$ cat src/rtl/led_toggle_pkg.sv
// Shared constants and helpers for the led_toggle button/LED block.
package led_toggle_pkg;

   localparam int unsigned MAX_BTN                 = 8;
   localparam int unsigned DEFAULT_DEBOUNCE_CYCLES = 500000;

   // The counter only needs to reach DEBOUNCE_CYCLES-1, so clog2 bits suffice.
   function automatic int unsigned cnt_width(input int unsigned cycles);
      return (cycles < 2) ? 1 : $clog2(cycles);
   endfunction

endpackage

$ cat src/rtl/led_toggle_debounce.sv
// One button channel: 2-flop synchronizer, debounce counter, rising-edge press pulse.
module btn_debounce
   import led_toggle_pkg::*;
#(
   parameter int unsigned DEBOUNCE_CYCLES = DEFAULT_DEBOUNCE_CYCLES
) (
   input  logic clk,
   input  logic rst_n,
   input  logic btn,
   output logic press
);

   localparam int unsigned   CW   = cnt_width(DEBOUNCE_CYCLES);
   localparam logic [CW-1:0] TERM = CW'(DEBOUNCE_CYCLES - 1);

   logic          sync1;
   logic          sync2;
   logic          level;
   logic          level_q;
   logic [CW-1:0] cnt;

   always_ff @(posedge clk or negedge rst_n) begin
      if (!rst_n) begin
         sync1   <= 1'b0;
         sync2   <= 1'b0;
         level   <= 1'b0;
         level_q <= 1'b0;
         cnt     <= '0;
      end else begin
         sync1   <= btn;
         sync2   <= sync1;
         level_q <= level;
         // Any agreement with the accepted level restarts qualification from zero.
         if (sync2 == level) begin
            cnt <= '0;
         end else if (cnt == TERM) begin
            level <= sync2;
            cnt   <= '0;
         end else begin
            cnt <= cnt + CW'(1);
         end
      end
   end

   assign press = level & ~level_q;

endmodule

$ cat src/rtl/led_toggle.sv
// Debounced push-button LED toggler: reset synchronizer, per-button debouncers, LED registers.
module led_toggle
   import led_toggle_pkg::*;
#(
   parameter int unsigned N_BTN           = 2,
   parameter int unsigned DEBOUNCE_CYCLES = DEFAULT_DEBOUNCE_CYCLES
) (
   input  logic             clk,
   input  logic             rst_n,
   input  logic [N_BTN-1:0] btn,
   output logic [N_BTN-1:0] led
);

   if (N_BTN < 1 || N_BTN > MAX_BTN) begin : g_bad_n_btn
      $error("led_toggle: N_BTN must be 1..%0d", MAX_BTN);
   end
   if (DEBOUNCE_CYCLES < 2) begin : g_bad_debounce
      $error("led_toggle: DEBOUNCE_CYCLES must be >= 2");
   end

   logic [1:0]       rst_pipe;
   logic             rst_sync_n;
   logic [N_BTN-1:0] press;

   // Assert asynchronously, release after two clocks.
   always_ff @(posedge clk or negedge rst_n) begin
      if (!rst_n) begin
         rst_pipe <= '0;
      end else begin
         rst_pipe <= {rst_pipe[0], 1'b1};
      end
   end

   assign rst_sync_n = rst_pipe[1];

   for (genvar i = 0; i < N_BTN; i++) begin : g_btn
      btn_debounce #(
         .DEBOUNCE_CYCLES(DEBOUNCE_CYCLES)
      ) u_debounce (
         .clk  (clk),
         .rst_n(rst_sync_n),
         .btn  (btn[i]),
         .press(press[i])
      );
   end

   always_ff @(posedge clk or negedge rst_sync_n) begin
      if (!rst_sync_n) begin
         led <= '0;
      end else begin
         led <= led ^ press;
      end
   end

endmodule

$ cat config.mk
export PLATFORM = sky130hd
export DESIGN_NAME = led_toggle
export DESIGN_NICKNAME = d
export VERILOG_FILES = /design/src/rtl/led_toggle_pkg.sv /design/src/rtl/led_toggle_debounce.sv /design/src/rtl/led_toggle.sv
export SDC_FILE = /design/constraint.sdc
export NUM_CORES = 1
export LEC_CHECK = 0
export ABC_AREA = 1
export ABC_CLOCK_PERIOD_IN_PS = 2800
export BUFFER_PORTS_ARGS = -buffer_cell sky130_fd_sc_hd__buf_2
export CORE_MARGIN = 10
export CORE_UTILIZATION = 40
export DETAILED_ROUTE_END_ITERATION = 8
export SLEW_MARGIN = 20
export SYNTH_ARGS = -nofsm -noshare
export SYNTH_HDL_FRONTEND = slang
export SYNTH_HIERARCHICAL = 1
export SYNTH_SLANG_ARGS = --single-unit
$ cat constraint.sdc
create_clock -name clk -period 2.8 [get_ports clk]
set_clock_uncertainty 0.15 [all_clocks]
set_input_delay 0.42 -clock clk [delete_from_list [all_inputs] [get_ports clk]]
set_output_delay 0.42 -clock clk [all_outputs]
set_load 0.01 [all_outputs]
Word-level counts from Yosys, hierarchy flattened
Cells that the tools add are included.
{"block": "op_classes", "muxes": 4, "bitwise_logic": 7, "n_eq_ne": 4, "n_reduce_logical": 2, "shift": 0, "addsub": 2, "n_div": 0, "multipliers": 0, "order_cmp": 0}
{"op": "two-way mux 19 bit", "count": 4}
{"op": "adder 19 x 1 -> 19 bit, second input constant", "count": 2}
{"op": "== test 19 bit, second input constant", "count": 2}
{"op": "NOT 1 bit", "count": 4}
{"op": "AND reduction 2 bit", "count": 2}
{"op": "AND 1 bit", "count": 2}
{"op": "== test 1 bit", "count": 2}
{"op": "bitwise XOR 2 bit", "count": 1}
{"block": "totals", "elab_cells": 31, "output_inout_bits": 2, "rom_bits": 0, "in_bits": 4, "latchBits": 0, "mem_count": 0, "reg_bits": 50, "ramBits": 0}

Logic depth before layout (Yosys ltp)
{"block": "depth", "ltp_word": 3, "depth_mapped": 8, "mapped_depth_nobuf": 8}

By module
The synthesis kept the hierarchy.
{"module": "btn_debounce", "area_per_inst_um2": 1216.2, "instances": 2, "seq_area_each_um2": 575.6, "cells_per_inst": 150}
{"module": "led_toggle", "area_per_inst_um2": 141.4, "instances": 1, "seq_area_each_um2": 100.1, "cells_per_inst": 15}

Worst setup path after synthesis
No wires, ideal clock.
{"block": "synth_timing", "path_kind": "register to register", "start": "reg g_btn[0].u_debounce.cnt[0]", "end": "reg g_btn[0].u_debounce.cnt[18]", "slack_ns": 1.402, "period_less_slack_ns": 1.398, "setup_ns": 0.119, "n_path_buf": 0, "stages_incl_launch_ff": 9, "t_required_ns": 2.531, "arrival_ns": 1.129, "path_cell_list": "dfrtp_1 > ha_1 > nand2_1 > nor2_2 > nand2_2 > nor2_1 > nand3_1 > nand3_1 > nor2_1"}
{"block": "synth_between", "elab_chain_cells": 3, "elab_cells_between_ends": 4}
{"element": "from (decl)", "line": "led_toggle_debounce.sv:20", "source": "logic [CW-1:0] cnt;"}
{"element": "from (signal assigned)", "line": "led_toggle_debounce.sv:40", "source": "cnt <= cnt + CW'(1);"}
{"element": "adder 19 x 1 -> 19 bit / == test 19 bit (equally long branches)", "line": "led_toggle_debounce.sv:40, led_toggle_debounce.sv:36"}
{"element": "two-way mux 19 bit (*)", "line": "led_toggle_debounce.sv:36", "source": "end else if (cnt == TERM) begin"}
{"element": "two-way mux 19 bit (*)", "line": "led_toggle_debounce.sv:34", "source": "if (sync2 == level) begin"}
Every way passes the cells marked *; elsewhere a longest branch is shown, timed or not.
A chain may end at the register's enable or synchronous reset.

Final worst setup path
{"block": "layout_timing", "start": "reg g_btn[1].u_debounce.cnt[0]", "end": "reg g_btn[1].u_debounce.cnt[8]"}
{"block": "layout_between", "elab_chain_cells": 3, "elab_cells_between_ends": 4}
{"element": "from (decl)", "line": "led_toggle_debounce.sv:20"}
{"element": "from (signal assigned)", "line": "led_toggle_debounce.sv:40"}
{"element": "adder 19 x 1 -> 19 bit / == test 19 bit (equally long branches)", "line": "led_toggle_debounce.sv:40, led_toggle_debounce.sv:36"}
{"element": "two-way mux 19 bit (*)", "line": "led_toggle_debounce.sv:36"}
{"element": "two-way mux 19 bit (*)", "line": "led_toggle_debounce.sv:34"}
Marks and branches as above.

==> reports/qor.yml <==
worst_r2r_endpoint: "g_btn[1].u_debounce/cnt[8]"
antenna_cells: 0
seq_area_frac_synth_pct: 48.6
place.gp.congestion: 0.840
grt_pass1_vias: 1825
h-tree-depth: 2
fin_ws_ps: 1210
setup_viol: 0
pwr-share-comb_pct: 3.0
crit_arrival_ps: 1610
netlist_top_cells_area: "dfrtp_1 (49%), nor2_1 (9.6%), nand2_1 (8.2%)"
die-area_mm2: 0.0100
period_minus_slack_ps: 1590
grt_use_total_pct: 9.85
post_dp_cell_area_mm2: 0.00270
area_delta_synth_final_pct: 9.72
first_iter_violations: 106
top_layer: "met4"
clkTransAtPathRegs_ps: 90
place_inst: 398
antenna_found_initial: 0
cp_max_fo: 7
p_sw_uw: 266
initial_core_util_pct: 40.8
cts-buffers-inserted: 5
finalNonFillerCells: 407
power_frac_seq_pct: 58.4
critical_path_class: "flip-flop to flip-flop"
final_core_util_pct: 44.7
cts_resized: 0
wl_per_cell_um: 11.1
io_buffers: 5
min_delay_path_depth: 1
hp-class: "input pin to flip-flop"
n_fill_cell: 639
ir_drop_mv: 0.262
tns_ps: 0
yosys.area.top_type: "dfrtp_1"
ys_warn_count: 6
avgViaCountPerCell: 4.64
synth_nets: 321
gr-total-overflow: 0
multi_input_area_mm2: 0.00116
synth_cell_types: 24
syn_area_mm2: 0.00257
grt_max_degree: 26
root_buffer: "clkbuf_8"
ys_seq_elements: 50
wl_met1_um: 2400
wl_met2_um: 1890
swShare_pct: 20.8
ioPinCount: 6
yosys.area.top_type_share_pct: 48.6
endpoint_kind: "flip-flop"
outcome: "finished clean"
design_area_mm2: 0.00282
startpoint_type: "flip-flop"
power_leakage_nw: 1.24
cts_hold_buf: 1
finalCritPeriodShare_pct: 56.7
crit_path_end: "g_btn[1].u_debounce/cnt[8]"
postCtsSetupBuffers: 0
firstDrtPassIters: 4
fp.dieH_um: 100
powerDensity_mw_per_mm2: 452
drive_gt1_share_pct: 13.9
cts.sinks: 50
report.final.slew_viol_count: 0
fp.coreArea_mm2: 0.00631
maxCapViolCount: 0
regArea_mm2: 0.00125
rsz0062_at_grt: "no"
routed_wl_um: 4520
antenna_left: 0
r2r_slack_ps: 1210
synthCells: 315
clock_path_buffers: 2
required_ps: 2830
worst_slew_margin_rel_pct: 64.4
num_rows: 29
cts_tree: "yes"
max_freq_ghz: 0.630
clockPowerShare_pct: 38.6
rr_startpoint: "g_btn[1].u_debounce/cnt[0]"
die_w_um: 100
p_int_mw: 1.01
hold_viol: 0
reg2regPathDepth: 6
met3_wirelength_um: 176
drc: 0
avgSynthCellArea_um2: 8.17
tightest_slew_ps: 533
dpl.hpwl_um: 3500
preCtsSetupSlack_ps: 1210
crit_start: "g_btn[1].u_debounce/cnt[0]"
num_vias: 1887
clk_latency_ps: 300
nets: 335
grt_pass1_wl_um: 8250
layout by cell type (no fill, tap or decap):
master / n
nor2_1: 66
nand2_1: 56
dfrtp_1: 49
inv_1: 40
nand3_1: 24
xor2_1: 12
nor2_2: 8
nand2_2: 6
nor2_4: 6
a21oi_1: 6
o21ai_1: 6
clkbuf_8: 5
buf_2: 5
nand4_1: 4
nor3_1: 4
inv_2: 4
xnor2_1: 4
o21ai_0: 4
nand2_4: 2
nand3_2: 2
xor2_2: 2
nor3b_2: 2
o21a_1: 2
nor3b_1: 2
ha_1: 2
clkinvlp_4: 1
bufinv_16: 1
clkbuf_1: 1
dlygate4sd3_1: 1
buf_4: 1
conb_1: 1
dfrtp_2: 1
worst min path at each step:
| stage | startpoint | to | slack [ps] |
|---|---|---|---|
| 6_report | btn[0] | g_btn[0].u_debounce/sync1 | 70 |
| 5_1_grt | btn[1] | g_btn[1].u_debounce/sync1 | 60 |
| 4_1_cts | btn[0] | g_btn[0].u_debounce/sync1 | 60 |
| 3_5_place_dp | rst_n | rst_pipe[0] | 60 |
| 3_3_place_gp | rst_n | rst_pipe[0] | 60 |
| 2_1_floorplan | rst_n | rst_pipe[0] | -30 |
routing by layer:
metal | GRT usage (%) | up-vias
li1 | - | 993
met1 | 13.7 | 863
met2 | 14.4 | 25
met3 | 2.61 | 6
met4 | 3.26 | 0
met5 | 0 | -
per-stage QoR:
stage / hold WS [ps] / total power, mW
4_1_cts: 59.5 / 1.30
6_report: 70.0 / 1.28
3_5_place_dp: 56.9 / 0.800
5_1_grt: 59.7 / 1.34
2_1_floorplan: -25.6 / 0.785
3_3_place_gp: 56.2 / 0.800
synth_stat cells (all sizes together):
cell type  instances
o21ai             10
nor3               4
xor2              14
nor3b              4
ha                 2
xnor2              4
nand2             64
nand3             26
dfrtp             50
inv               44
nand4              4
o21a               2
nor2              80
a21oi              6
conb               1
critical path, cell delays in order (launching register included):
cell	delay [ps]
dfrtp_1	370
ha_1	170
nand2_1	110
nor2_1	180
nand3_2	180
nand2_1	240
nor2_1	80
registers in the layout, indices dropped and copies added (netlist names):
signal                    cells
g_btn.u_debounce/sync2        2
rst_pipe                      2
g_btn.u_debounce/level_q      2
g_btn.u_debounce/sync1        2
g_btn.u_debounce/cnt         38
led                           2
g_btn.u_debounce/level        2
cell type report:
type	instances	area share, %
tap	77	3.41
clock inverter	2	1.33
clock buffer	6	2.57
inverter	44	5.85
multi-input combinational	221	41.0
sequential	50	44.4
timing repair buffer	7	1.51
cell families after synthesis:
family / synth area share, %
XOR/XNOR: 6.71
AO/OA/AOI/OAI: 3.69
buffers and inverters: 6.42
flip-flops: 48.6
AND/OR/NAND/NOR: 33.4
adder cells (fa/ha/maj): 0.972
other: 0.146
power by group through the flow:
| stage | Clock [mW] | Combinational, mW | Sequential, mW |
|---|---|---|---|
| floorplan | 0 | 0.0232 | 0.762 |
| global placement | 0 | 0.0389 | 0.761 |
| CTS | 0.516 | 0.0401 | 0.747 |
| global route | 0.546 | 0.0460 | 0.749 |
| detailed placement | 0 | 0.0391 | 0.761 |
| finish | 0.493 | 0.0388 | 0.746 |
No activity file was read; power rests on OpenSTA's default activity.
